### src/rtl/stack_pkg.sv
// Shared definitions for the twin stack-pointer block: widths, reset value,
// controller register map and the per-channel update kinds.
package stack_pkg;

  localparam int         SP_W_DEF     = 8;
  localparam logic [7:0] SP_RESET_DEF = 8'h00;

  localparam logic [15:0] ADDR_SP0    = 16'hFC00;
  localparam logic [15:0] ADDR_SP1    = 16'hFC01;
  localparam logic [15:0] ADDR_INCDEC = 16'hFC02;
  localparam logic [15:0] ADDR_ENABLE = 16'hFC03;

  localparam int INCDEC_INC0 = 0;
  localparam int INCDEC_INC1 = 1;
  localparam int INCDEC_DEC0 = 2;
  localparam int INCDEC_DEC1 = 3;

  typedef enum logic [1:0] {
    UPD_HOLD,
    UPD_LOAD,
    UPD_INC,
    UPD_DEC
  } upd_t;

endpackage

### src/rtl/sp_channel.sv
// One stack pointer: rising-edge detectors on the active-low up/down pulses,
// load-over-count priority and the pointer register itself.
module sp_channel
  import stack_pkg::*;
#(
  parameter int              SP_W     = SP_W_DEF,
  parameter logic [SP_W-1:0] SP_RESET = SP_RESET_DEF
) (
  input  logic            clk,
  input  logic            rst,
  input  logic            n_load,
  input  logic            up,
  input  logic            down,
  input  logic [SP_W-1:0] d_in,
  output logic [SP_W-1:0] sp
);

  logic prev_up;
  logic prev_down;
  logic up_evt;
  logic down_evt;
  upd_t upd;

  // An event is the release of a pulse: line high now, low on the previous edge.
  assign up_evt   = up & ~prev_up;
  assign down_evt = down & ~prev_down;

  always_comb begin
    upd = UPD_HOLD;
    if (!n_load)
      upd = UPD_LOAD;
    else if (up_evt && !down_evt)
      upd = UPD_INC;
    else if (down_evt && !up_evt)
      upd = UPD_DEC;
  end

  // Detectors idle high so a strobe held low across reset yields one event.
  always_ff @(posedge clk or posedge rst) begin
    if (rst) begin
      prev_up   <= 1'b1;
      prev_down <= 1'b1;
      sp        <= SP_RESET;
    end else begin
      prev_up   <= up;
      prev_down <= down;
      case (upd)
        UPD_LOAD: sp <= d_in;
        UPD_INC:  sp <= sp + 1'b1;
        UPD_DEC:  sp <= sp - 1'b1;
        default:  sp <= sp;
      endcase
    end
  end

endmodule

### src/rtl/stack_pointer_pair.sv
// Twin stack pointers with data-bus read-back, indirect-address output and a
// sticky flag for both pointers being selected onto the same path.
module stack_pointer_pair
  import stack_pkg::*;
#(
  parameter int              SP_W     = SP_W_DEF,
  parameter logic [SP_W-1:0] SP_RESET = SP_RESET_DEF
) (
  input  logic            clk,
  input  logic            rst,
  input  logic            n_load_0,
  input  logic            n_load_1,
  input  logic            up_0,
  input  logic            up_1,
  input  logic            down_0,
  input  logic            down_1,
  input  logic            n_oe_d_0,
  input  logic            n_oe_d_1,
  input  logic            n_oe_ia_0,
  input  logic            n_oe_ia_1,
  input  logic [SP_W-1:0] d_in,
  output logic [SP_W-1:0] d_out,
  output logic            d_oe,
  output logic [SP_W-1:0] ia_out,
  output logic            ia_oe,
  output logic [SP_W-1:0] sp0,
  output logic [SP_W-1:0] sp1,
  output logic            err_conflict
);

  sp_channel #(.SP_W(SP_W), .SP_RESET(SP_RESET)) u_ch0 (
    .clk    (clk),
    .rst    (rst),
    .n_load (n_load_0),
    .up     (up_0),
    .down   (down_0),
    .d_in   (d_in),
    .sp     (sp0)
  );

  sp_channel #(.SP_W(SP_W), .SP_RESET(SP_RESET)) u_ch1 (
    .clk    (clk),
    .rst    (rst),
    .n_load (n_load_1),
    .up     (up_1),
    .down   (down_1),
    .d_in   (d_in),
    .sp     (sp1)
  );

  assign d_oe  = ~(n_oe_d_0 & n_oe_d_1);
  assign ia_oe = ~(n_oe_ia_0 & n_oe_ia_1);

  // SP0 wins on both paths when both selects are active.
  always_comb begin
    d_out = '0;
    if (!n_oe_d_0)
      d_out = sp0;
    else if (!n_oe_d_1)
      d_out = sp1;

    ia_out = '0;
    if (!n_oe_ia_0)
      ia_out = sp0;
    else if (!n_oe_ia_1)
      ia_out = sp1;
  end

  always_ff @(posedge clk or posedge rst) begin
    if (rst)
      err_conflict <= 1'b0;
    else if ((!n_oe_d_0 && !n_oe_d_1) || (!n_oe_ia_0 && !n_oe_ia_1))
      err_conflict <= 1'b1;
  end

endmodule

### config.mk
export PLATFORM = sky130hd
export DESIGN_NAME = stack_pointer_pair
export DESIGN_NICKNAME = d
export VERILOG_FILES = /design/src/rtl/stack_pkg.sv /design/src/rtl/sp_channel.sv /design/src/rtl/stack_pointer_pair.sv
export SDC_FILE = /design/constraint.sdc
export NUM_CORES = 1
export LEC_CHECK = 0
export ABC_AREA = 0
export BUFFER_PORTS_ARGS = -buffer_cell sky130_fd_sc_hd__buf_2
export CORE_UTILIZATION = 50
export CTS_CLUSTER_DIAMETER = 200
export DETAILED_ROUTE_END_ITERATION = 8
export PLACE_DENSITY_LB_ADDON = 0.2
export SLEW_MARGIN = 20
export SYNTH_ARGS = -nofsm -noshare
export SYNTH_HDL_FRONTEND = slang
export SYNTH_SLANG_ARGS = --single-unit
### constraint.sdc
create_clock -name clk -period 4.3 [get_ports clk]
set_input_delay 0.215 -clock clk [delete_from_list [all_inputs] [get_ports clk]]
set_output_delay 0.215 -clock clk [all_outputs]
set_load 0.01 [all_outputs]
==> flow_metrics.py <==
metrics = {
    "outcome": {
        "outcome": "finished clean",
    },
    "floorplan": {
        "fp.dieW_microns": 63.59,
        "ioPinCount": 55,
        "die_h_microns": 63.59,
        "coreArea_sq_um": 3661,
        "start_util": 0.5181,
        "die_area_sq_um": 4044,
        "row_count": 22,
    },
    "sta": {
        "max_freq_mhz": 323.0,
        "layout_min_cycle_time_ns": 3.096,
        "finalHoldViolCount": 0,
        "finalClockSkew_ns": 0.005111,
        "rsz0062_at_grt": "false",
        "setup_viol": 0,
        "worst_slew_pin_slew_ns": 0.9070,
        "slew_violations": 0,
        "slew_headroom": 0.3899,
        "finalCritPeriodShare": 0.7199,
        "timing.setup.tns_ns": 0,
    },
    "synth": {
        "synthArstFlopShare": 1.000,
        "synthTopCellsByArea": "dfrtp_1, nand3b_1, o21ai_0",
        "ys_types": 57,
        "synth-edff-count": 0,
        "synth-main-ff-cell": "dfrtp_1",
        "post-synth-top-count-cell": "o21ai_0",
        "synth_common_cells": "o21ai_0, nand2_1, nand3b_1",
        "synth_nets": 268,
        "seq_area_frac_synth": 0.2797,
        "synth_area_sq_um": 1897,
        "yosys.area.top_type": "dfrtp_1",
        "yosys_warnings": 0,
        "ys_seq_elements": 21,
        "synth.top_cell.area_share": 0.2243,
        "synth_cells": 244,
        "avgSynthCellArea_sq_um": 7.774,
    },
    "worst_setup_path": {
        "cp_max_fo": 17,
        "start_kind": "register",
        "critPathArrivalTime_ns": 3.29,
        "crit_type": "reg -> reg",
        "r2r_start": "u_ch1.prev_down$_DFF_PP1_",
        "end_kind": "register",
        "crit_required_ns": 4.50,
        "worstSetupStartpoint": "u_ch1.prev_down$_DFF_PP1_",
        "rrSetupSlack_ns": 1.20,
    },
    "clocking": {
        "cts_buffer_depth": 2,
        "cts_hold_buf": 0,
        "cts_root_buf": "clkbuf_8",
        "clk_pin_slew_worst_paths_ns": 0.09,
        "post_cts_buffers": 0,
        "clkLatencyLatePin_ns": 0.28,
        "cts-htree-levels": 1,
        "clock_sinks": 21,
        "cts_resized": 0,
        "numCtsBuffers": 3,
        "cts_tree": "done",
    },
    "drt": {
        "drc": 0,
        "drt-initial-drc-count": 147,
        "firstDrtPassIters": 4,
        "avgViaCountPerCell": 6.250,
        "ant_nets": 0,
        "routed_wl_microns": 5314,
        "vias": 2075,
        "wl_per_cell_microns": 16.01,
    },
    "power_and_ir_drop": {
        "powerDensity_nw_per_um2": 311.1,
        "p_leak_nw": 0.9285,
        "ir_worst_vdd_v": 0.0001760,
    },
    "grt": {
        "antenna_found_initial": 0,
        "grt_max_degree": 22,
        "gr-usage-all-layers": 0.2720,
        "grt_pass1_wl_microns": 8549,
        "grt_overflow": 0,
        "grt_pass1_vias": 1778,
    },
    "hold_path": {
        "min_from": "down_1",
        "hp-class": "in -> reg",
    },
    "final_layout": {
        "syn_to_final_growth_pct": 15.11,
        "final_nets": 309,
        "final_util": 0.5964,
        "num_antenna_cells": 0,
        "fillers": 358,
        "drive_above_1_share": 0.2430,
    },
    "run": {
        "maxCapViolations": 0,
    },
    "placement": {
        "numPortBuffers": 54,
        "hpwl_microns": 3805,
        "gp_congestion": 0.9266,
    },
}
-- flip-flops by register name, summed over array words and instances (netlist names) --
| name | flops |
|---|---|
| err_conflict | 1 |
| u_ch0.prev_down | 1 |
| u_ch0.prev_up | 1 |
| u_ch0.sp | 8 |
| u_ch1.prev_down | 1 |
| u_ch1.prev_up | 1 |
| u_ch1.sp | 8 |
-- where the power goes --
group          internal, mW  switching, mW
Sequential            0.222         0.0600
Combinational         0.109          0.147
Clock                0.0665         0.0747
Total                 0.398          0.281
-- critical path: stages, from the launching register on --
cell	delay, ns
dfstp_2	0.52
nor2b_1	0.04
ha_1	0.48
nand3b_1	0.43
xnor2_1	0.22
ha_1	0.25
or4_1	0.47
nor4_2	0.22
o311ai_1	0.15
a31oi_1	0.22
-- kinds of logic (layout without fill, tap and decap cells) --
logic type	after synthesis	after routing	synth area share
and+or+nand+nor	98	98	0.3054
AOI/OAI and AO/OA	79	79	0.2672
buffers and inverters	33	73	0.07651
DFF	21	21	0.2797
xor gates and xnor gates	5	5	0.02309
adders and majority gates	4	4	0.02639
muxes	4	4	0.02177
-- layer usage --
metal  up-vias  share of wire  track usage
met2       115           0.44       0.4109
met3        11          0.091      0.03623
met1       964           0.45       0.3843
met4         0          0.025       0.1165
met5         -              0            0
li1        985              -            -
-- metrics by stage --
| step | instances | cell area (sq um) | setup slack (ns) | hold slack (ns) | power, mW |
|---|---|---|---|---|---|
| after floorplan | 244 | 1897 | 1.723 | 0.1886 | 0.4505 |
| after global placement | 328 | 2138 | 1.420 | 0.3319 | 0.5332 |
| after detailed placement | 328 | 2138 | 1.303 | 0.3332 | 0.5379 |
| after CTS | 332 | 2183 | 1.230 | 0.03678 | 0.6796 |
| after global routing | 332 | 2183 | 0.9984 | 0.03482 | 0.7218 |
| final | 332 | 2183 | 1.204 | 0.03706 | 0.6793 |
-- final cells by class --
| type | count | area (sq um) | share of cell area |
|---|---|---|---|
| clock buffer | 4 | 45.04 | 0.02063 |
| inverter | 15 | 56.30 | 0.02579 |
| multi-input combinational | 190 | 1221 | 0.5593 |
| sequential | 21 | 530.5 | 0.2430 |
| tap | 48 | 60.06 | 0.02751 |
| timing repair buffer | 54 | 270.3 | 0.1238 |
-- final timing paths --
check | to | cells after the start
worst max-delay path | u_ch1.sp[6]$_DFFE_PP0P_ | 9
worst min-delay path | u_ch1.prev_down$_DFF_PP1_ | 1
worst max register to register | u_ch1.sp[6]$_DFFE_PP0P_ | 9
worst min register to register | err_conflict$_DFFE_PP0P_ | 2
max in group asynchronous | u_ch0.sp[5]$_DFFE_PP0P_ | 2
min in group asynchronous | u_ch1.sp[1]$_DFFE_PP0P_ | 2
-- layout by cell type, fill, tap and decap left out, types with 5 or more instances in the layout --
master and instances:
nor2b_1 8, nor2_1 14, dfrtp_1 17, o21ai_0 25, a31oi_1 5, nand3_1 5, nor3_1 5, nand2b_1 5
buf_2 54, xnor2_1 5, a21oi_1 15, nand3b_1 19, nand2_1 19, inv_1 15
Power figures use the tool's default switching activity.
